==> config.mk <==
export PLATFORM = sky130hd
export DESIGN_NAME = mult4_seq
export DESIGN_NICKNAME = d
export VERILOG_FILES = /design/src/rtl/mult_pkg.sv /design/src/rtl/adder4.sv /design/src/rtl/mult4_seq.sv
export SDC_FILE = /design/constraint.sdc
export NUM_CORES = 1
export LEC_CHECK = 0
export ABC_AREA = 1
export BUFFER_PORTS_ARGS = -buffer_cell sky130_fd_sc_hd__buf_2
export CORE_MARGIN = 1
export CORE_UTILIZATION = 40
export CTS_CLUSTER_DIAMETER = 40
export DETAILED_ROUTE_END_ITERATION = 7
export PLACE_DENSITY_LB_ADDON = 0.08
export SETUP_SLACK_MARGIN = 0.05
export SKIP_CTS_REPAIR_TIMING = 1
export SYNTH_ARGS = -nofsm -noshare
export SYNTH_HDL_FRONTEND = slang
export SYNTH_SLANG_ARGS = --single-unit
==> constraint.sdc <==
create_clock -name clk -period 2.81 [get_ports clk]
set_input_delay 0.4215 -clock clk [delete_from_list [all_inputs] [get_ports clk]]
set_output_delay 0.4215 -clock clk [all_outputs]
set_load 0.05 [all_outputs]
==> src/rtl/mult_pkg.sv <==
// Shared types and defaults for the sequential shift-add multiplier.
package mult_pkg;

  localparam int DEFAULT_WIDTH = 4;

  typedef enum logic [1:0] {IDLE, RUN, DONE} state_t;

endpackage

==> src/rtl/adder4.sv <==
// WIDTH-bit ripple-carry adder built from full-adder cells.
module adder4
  import mult_pkg::*;
#(
  parameter int WIDTH = DEFAULT_WIDTH
) (
  input  logic [WIDTH-1:0] a,
  input  logic [WIDTH-1:0] b,
  input  logic             cin,
  output logic [WIDTH-1:0] s,
  output logic             cout
);

  logic [WIDTH:0] carry;

  assign carry[0] = cin;

  for (genvar i = 0; i < WIDTH; i++) begin : g_fa
    assign s[i]         = a[i] ^ b[i] ^ carry[i];
    assign carry[i + 1] = (a[i] & b[i]) | (carry[i] & (a[i] ^ b[i]));
  end

  assign cout = carry[WIDTH];

endmodule

==> src/rtl/mult4_seq.sv <==
// Sequential unsigned shift-add multiplier: one adder pass per multiplier bit,
// 2*WIDTH-bit product delivered with a single-cycle done pulse.
module mult4_seq
  import mult_pkg::*;
#(
  parameter int WIDTH = DEFAULT_WIDTH
) (
  input  logic               clk,
  input  logic               reset,
  input  logic               start,
  input  logic [WIDTH-1:0]   a,
  input  logic [WIDTH-1:0]   b,
  output logic               busy,
  output logic               done,
  output logic [2*WIDTH-1:0] p
);

  localparam int CNT_W = $clog2(WIDTH) + 1;

  state_t             state;
  state_t             next_state;
  logic [WIDTH-1:0]   m;
  logic [WIDTH-1:0]   acc;
  logic [WIDTH-1:0]   q;
  logic [CNT_W-1:0]   cnt;
  logic [WIDTH-1:0]   operand;
  logic [WIDTH-1:0]   sum;
  logic               carry;
  logic [WIDTH-1:0]   acc_sh;
  logic [WIDTH-1:0]   q_sh;
  logic               last_iter;

  adder4 #(.WIDTH(WIDTH)) u_adder (
    .a    (acc),
    .b    (operand),
    .cin  (1'b0),
    .s    (sum),
    .cout (carry)
  );

  // The carry-out becomes the accumulator MSB, so the product never overflows.
  assign acc_sh    = {carry, sum[WIDTH-1:1]};
  assign q_sh      = {sum[0], q[WIDTH-1:1]};
  assign last_iter = (cnt == CNT_W'(WIDTH - 1));

  assign busy = (state != IDLE);
  assign done = (state == DONE);

  always_comb begin
    // NOTE: every signal driven here gets a default first so no latch is inferred.
    next_state = state;
    operand    = q[0] ? m : '0;
    case (state)
      IDLE:    if (start) next_state = RUN;
      RUN:     if (last_iter) next_state = DONE;
      DONE:    next_state = IDLE;
      default: next_state = IDLE;
    endcase
  end

  // NOTE: sequential state uses non-blocking assignments so all registers
  // update together from pre-edge values.
  always_ff @(posedge clk) begin
    if (reset) begin
      state <= IDLE;
      m     <= '0;
      acc   <= '0;
      q     <= '0;
      cnt   <= '0;
      p     <= '0;
    end else begin
      state <= next_state;
      case (state)
        IDLE: begin
          if (start) begin
            m   <= a;
            q   <= b;
            acc <= '0;
            cnt <= '0;
          end
        end
        RUN: begin
          acc <= acc_sh;
          q   <= q_sh;
          cnt <= cnt + CNT_W'(1);
          if (last_iter) p <= {acc_sh, q_sh};
        end
        default: ;
      endcase
    end
  end

endmodule

==> impl_metrics.tcl <==
set metrics [dict create \
    die_w_um 56.9 \
    crit_chain "nand2_1 -> inv_1 -> ha_1 -> inv_1 -> fa_1 -> fa_1 -> fa_1 -> inv_1 -> nand2_1 -> a21oi_2" \
    path_class "register to register" \
    period_needed_ns 2.24 \
    clk_path_buf_depth 2 \
    hpwlAfterDp_um 1590 \
    drive_above_1_share_pct 22.9 \
    max_stage_delay_ns 0.43 \
    ys_ff_latch 25 \
    syn_area_per_cell_um2 7.77 \
    critPathCaptureType "register" \
    synth_fp_nets 172 \
    drt-vias-per-instance 4.54 \
    powerDensity_nw_per_um2 463 \
    ir_drop_v 0.000279 \
    drc_errors 6 \
    synth-compound-area-share_pct 8.11 \
    hold_depth 3 \
    wl_per_cell_um 10.6 \
    synth_most_common_cell "nand2_1" \
    numCtsBuffers 3 \
    met2_usage_pct 25.2 \
    gp_congestion 0.757 \
    grt_pass1_vias 867 \
    synth_mux_area_share_pct 0 \
    setup_tns_ns 0 \
    grt_use_total_pct 15.1 \
    dieArea_um2 3230 \
    finalNonFillerCells 206 \
    clk_pin_slew_worst_paths_ns 0.13 \
    mappedNetlistArea_um2 1200 \
    cts_tree "built" \
    synthXorXnorAreaFrac_pct 0 \
    grt_overflow 0 \
    fmax_mhz 446 \
    n_antenna_cell 0 \
    synthSimpleGateAreaFrac_pct 32.7 \
    cts_sinks 25 \
    synth_top_area_share_pct 41.6 \
    r2r_end "acc[2]$_SDFFE_PP0P_" \
    crit_path_start_kind "register" \
    cts-root-buf "clkbuf_4" \
    final-setup-viol-count 0 \
    rr_worst_depth 10 \
    synth-async-reset-ratio_pct 0 \
    cp_data_arrival_time_ns 2.49 \
    timing.rr.start "q[0]$_SDFFE_PP0P_" \
    violations "design-rule violations" \
    synth_common_cells "nand2_1 (46), dfxtp_1 (25), nor2_1 (21), inv_1 (17), nand3_1 (12)" \
    synth-warning-count 0 \
    cp_top_family "adder cells" \
    rsz0062_at_grt "false" \
    io_pins 21 \
    min_period_over_period_pct 79.7 \
    hold_viol_final 0 \
    maxCapViolCount 0 \
    tightestPinTransition_ns 0.496 \
    worstPathMaxFanout 5 \
    min_from "a[1]" \
    critPathRequiredTime_ns 3.06 \
    cp_slowest_cell "fa_1" \
    skew_ns 0.00139 \
    synth_cells 155 \
    grt_busiest_layer "met2" \
    status "finished, violations left" \
    syn2layout_area_growth_pct 10.7 \
    nFillCells 300 \
    use_met1_pct 19.7 \
    grt_max_degree 19 \
    synth_cell_types 20 \
    die_h_um 56.9 \
    clk-insertion-delay-late_ns 0.31 \
    relSlewSlack_pct 66.8 \
    first_pass_iters 6 \
    grtUsageMet3_pct 2.76 \
    layout.nets 193 \
    antenna_found_initial 0 \
    drv_slew 0 \
    reg2reg_setup_slack_ns 0.57 \
    rows 19 \
    synthAdderAreaFrac_pct 8.11 \
    hold_path_class "input pin to register" \
    synth_edf_count 0 \
    synth_area_leaders "dfxtp_1 (42%), nand2_1 (14%), nor2_1 (6.5%), inv_1 (5.3%), fa_1 (5.0%)" \
    htree_levels 1 \
    synth_ff_type "dfxtp_1" \
    routed-via-count 936 \
    wl_um 2190 \
    initial_utilization_pct 42.9 \
    synth_top_family_by_area "simple AND/OR/NAND/NOR gates" \
    ant_nets 0 \
    drtIter0Drc 50 \
    grt_pass1_wl_um 3740 \
    coreArea_um2 2810 \
    ys_seq_area_share_pct 41.6 \
    port_buffers 20 \
    synth_area_leader_cell "dfxtp_1" \
    min_to "m[1]$_SDFFE_PP0P_" \
    total_leakage_power_nw 0.677 \
    dpl.cell_count 202 \
    crit_buf_inv 3 \
]
==> worst max path at each step <==
stage | end | start | cells past startpoint
2_1_floorplan | acc[2]$_SDFFE_PP0P_ | q[0]$_SDFFE_PP0P_ | 10
3_3_place_gp | acc[2]$_SDFFE_PP0P_ | q[0]$_SDFFE_PP0P_ | 10
3_5_place_dp | acc[2]$_SDFFE_PP0P_ | q[0]$_SDFFE_PP0P_ | 10
4_1_cts | acc[2]$_SDFFE_PP0P_ | q[0]$_SDFFE_PP0P_ | 10
5_1_grt | acc[2]$_SDFFE_PP0P_ | q[0]$_SDFFE_PP0P_ | 10
6_report | acc[2]$_SDFFE_PP0P_ | q[0]$_SDFFE_PP0P_ | 10
==> cell families after synthesis <==
group                      count (synthesis)
AOI/OAI and AO/OA                         13
adders and majority gates                  6
buffers and inverters                     24
DFF                                       25
and+or+nand+nor                           87
==> cells in the final DEF, fill, tap and decap left out <==
master    count
clkbuf_4      3
buf_2        20
nand3_1      12
nor2_8        2
o21ai_4       1
inv_2         2
o21a_1        1
ha_1          3
inv_4         1
a21oi_1       1
clkbuf_1      1
nand2_4       1
nand2_2       5
fa_1          3
o21ai_0       5
a21oi_2       5
nor2_1       21
dfxtp_1      25
nand2_1      46
inv_1        17
==> state kept, by name, summed over array words and instances (netlist names) <==
signal and flops:
state 2, p 8, m 4, acc 4, q 4, cnt 3
==> final cells by class <==
cell class,count,area [um^2],area share [%]
multi-input cells,106,589,44.2
flip-flops and latches,25,500,37.6
repair buffers,20,100,7.51
inverters,20,77.6,5.82
well taps,31,38.8,2.91
clock buffers,4,26.3,1.97
==> worst min-delay path: cells and delay by family <==
family,cells,cell delay [ns]
compound gates,1,0.07
buf+inv,1,0.07
simple gates,1,0.07
==> per-stage QoR <==
| stage | worst slack [ns] | area [um^2] | util (%) | power, mW | hold slack (ns) |
|---|---|---|---|---|---|
| after detailed placement | 0.595 | 1310 | 46.6 | 0.467 | 0.458 |
| after global routing | 0.456 | 1330 | 47.5 | 0.652 | 0.363 |
| after floorplan | 0.685 | 1200 | - | 0.451 | 0.439 |
| after CTS | 0.553 | 1330 | 47.5 | 0.628 | 0.342 |
| final | 0.569 | 1330 | 47.5 | 0.617 | 0.351 |
| after global placement | 0.644 | 1310 | 46.6 | 0.466 | 0.455 |
==> power by group <==
part	switching [mW]	total, mW	leakage [nW]	internal [mW]
Clock	0.103	0.158	0.0150	0.0554
Combinational	0.0503	0.0770	0.458	0.0267
Sequential	0.0130	0.382	0.204	0.369
Total	0.166	0.617	0.677	0.451
==> layer usage <==
metal | vias up | share of wire [%]
met5 | - | 0
met4 | 0 | 0.68
met3 | 2 | 3.4
met2 | 15 | 45
met1 | 408 | 51
li1 | 511 | -
No activity file was read; power rests on OpenSTA's default activity.
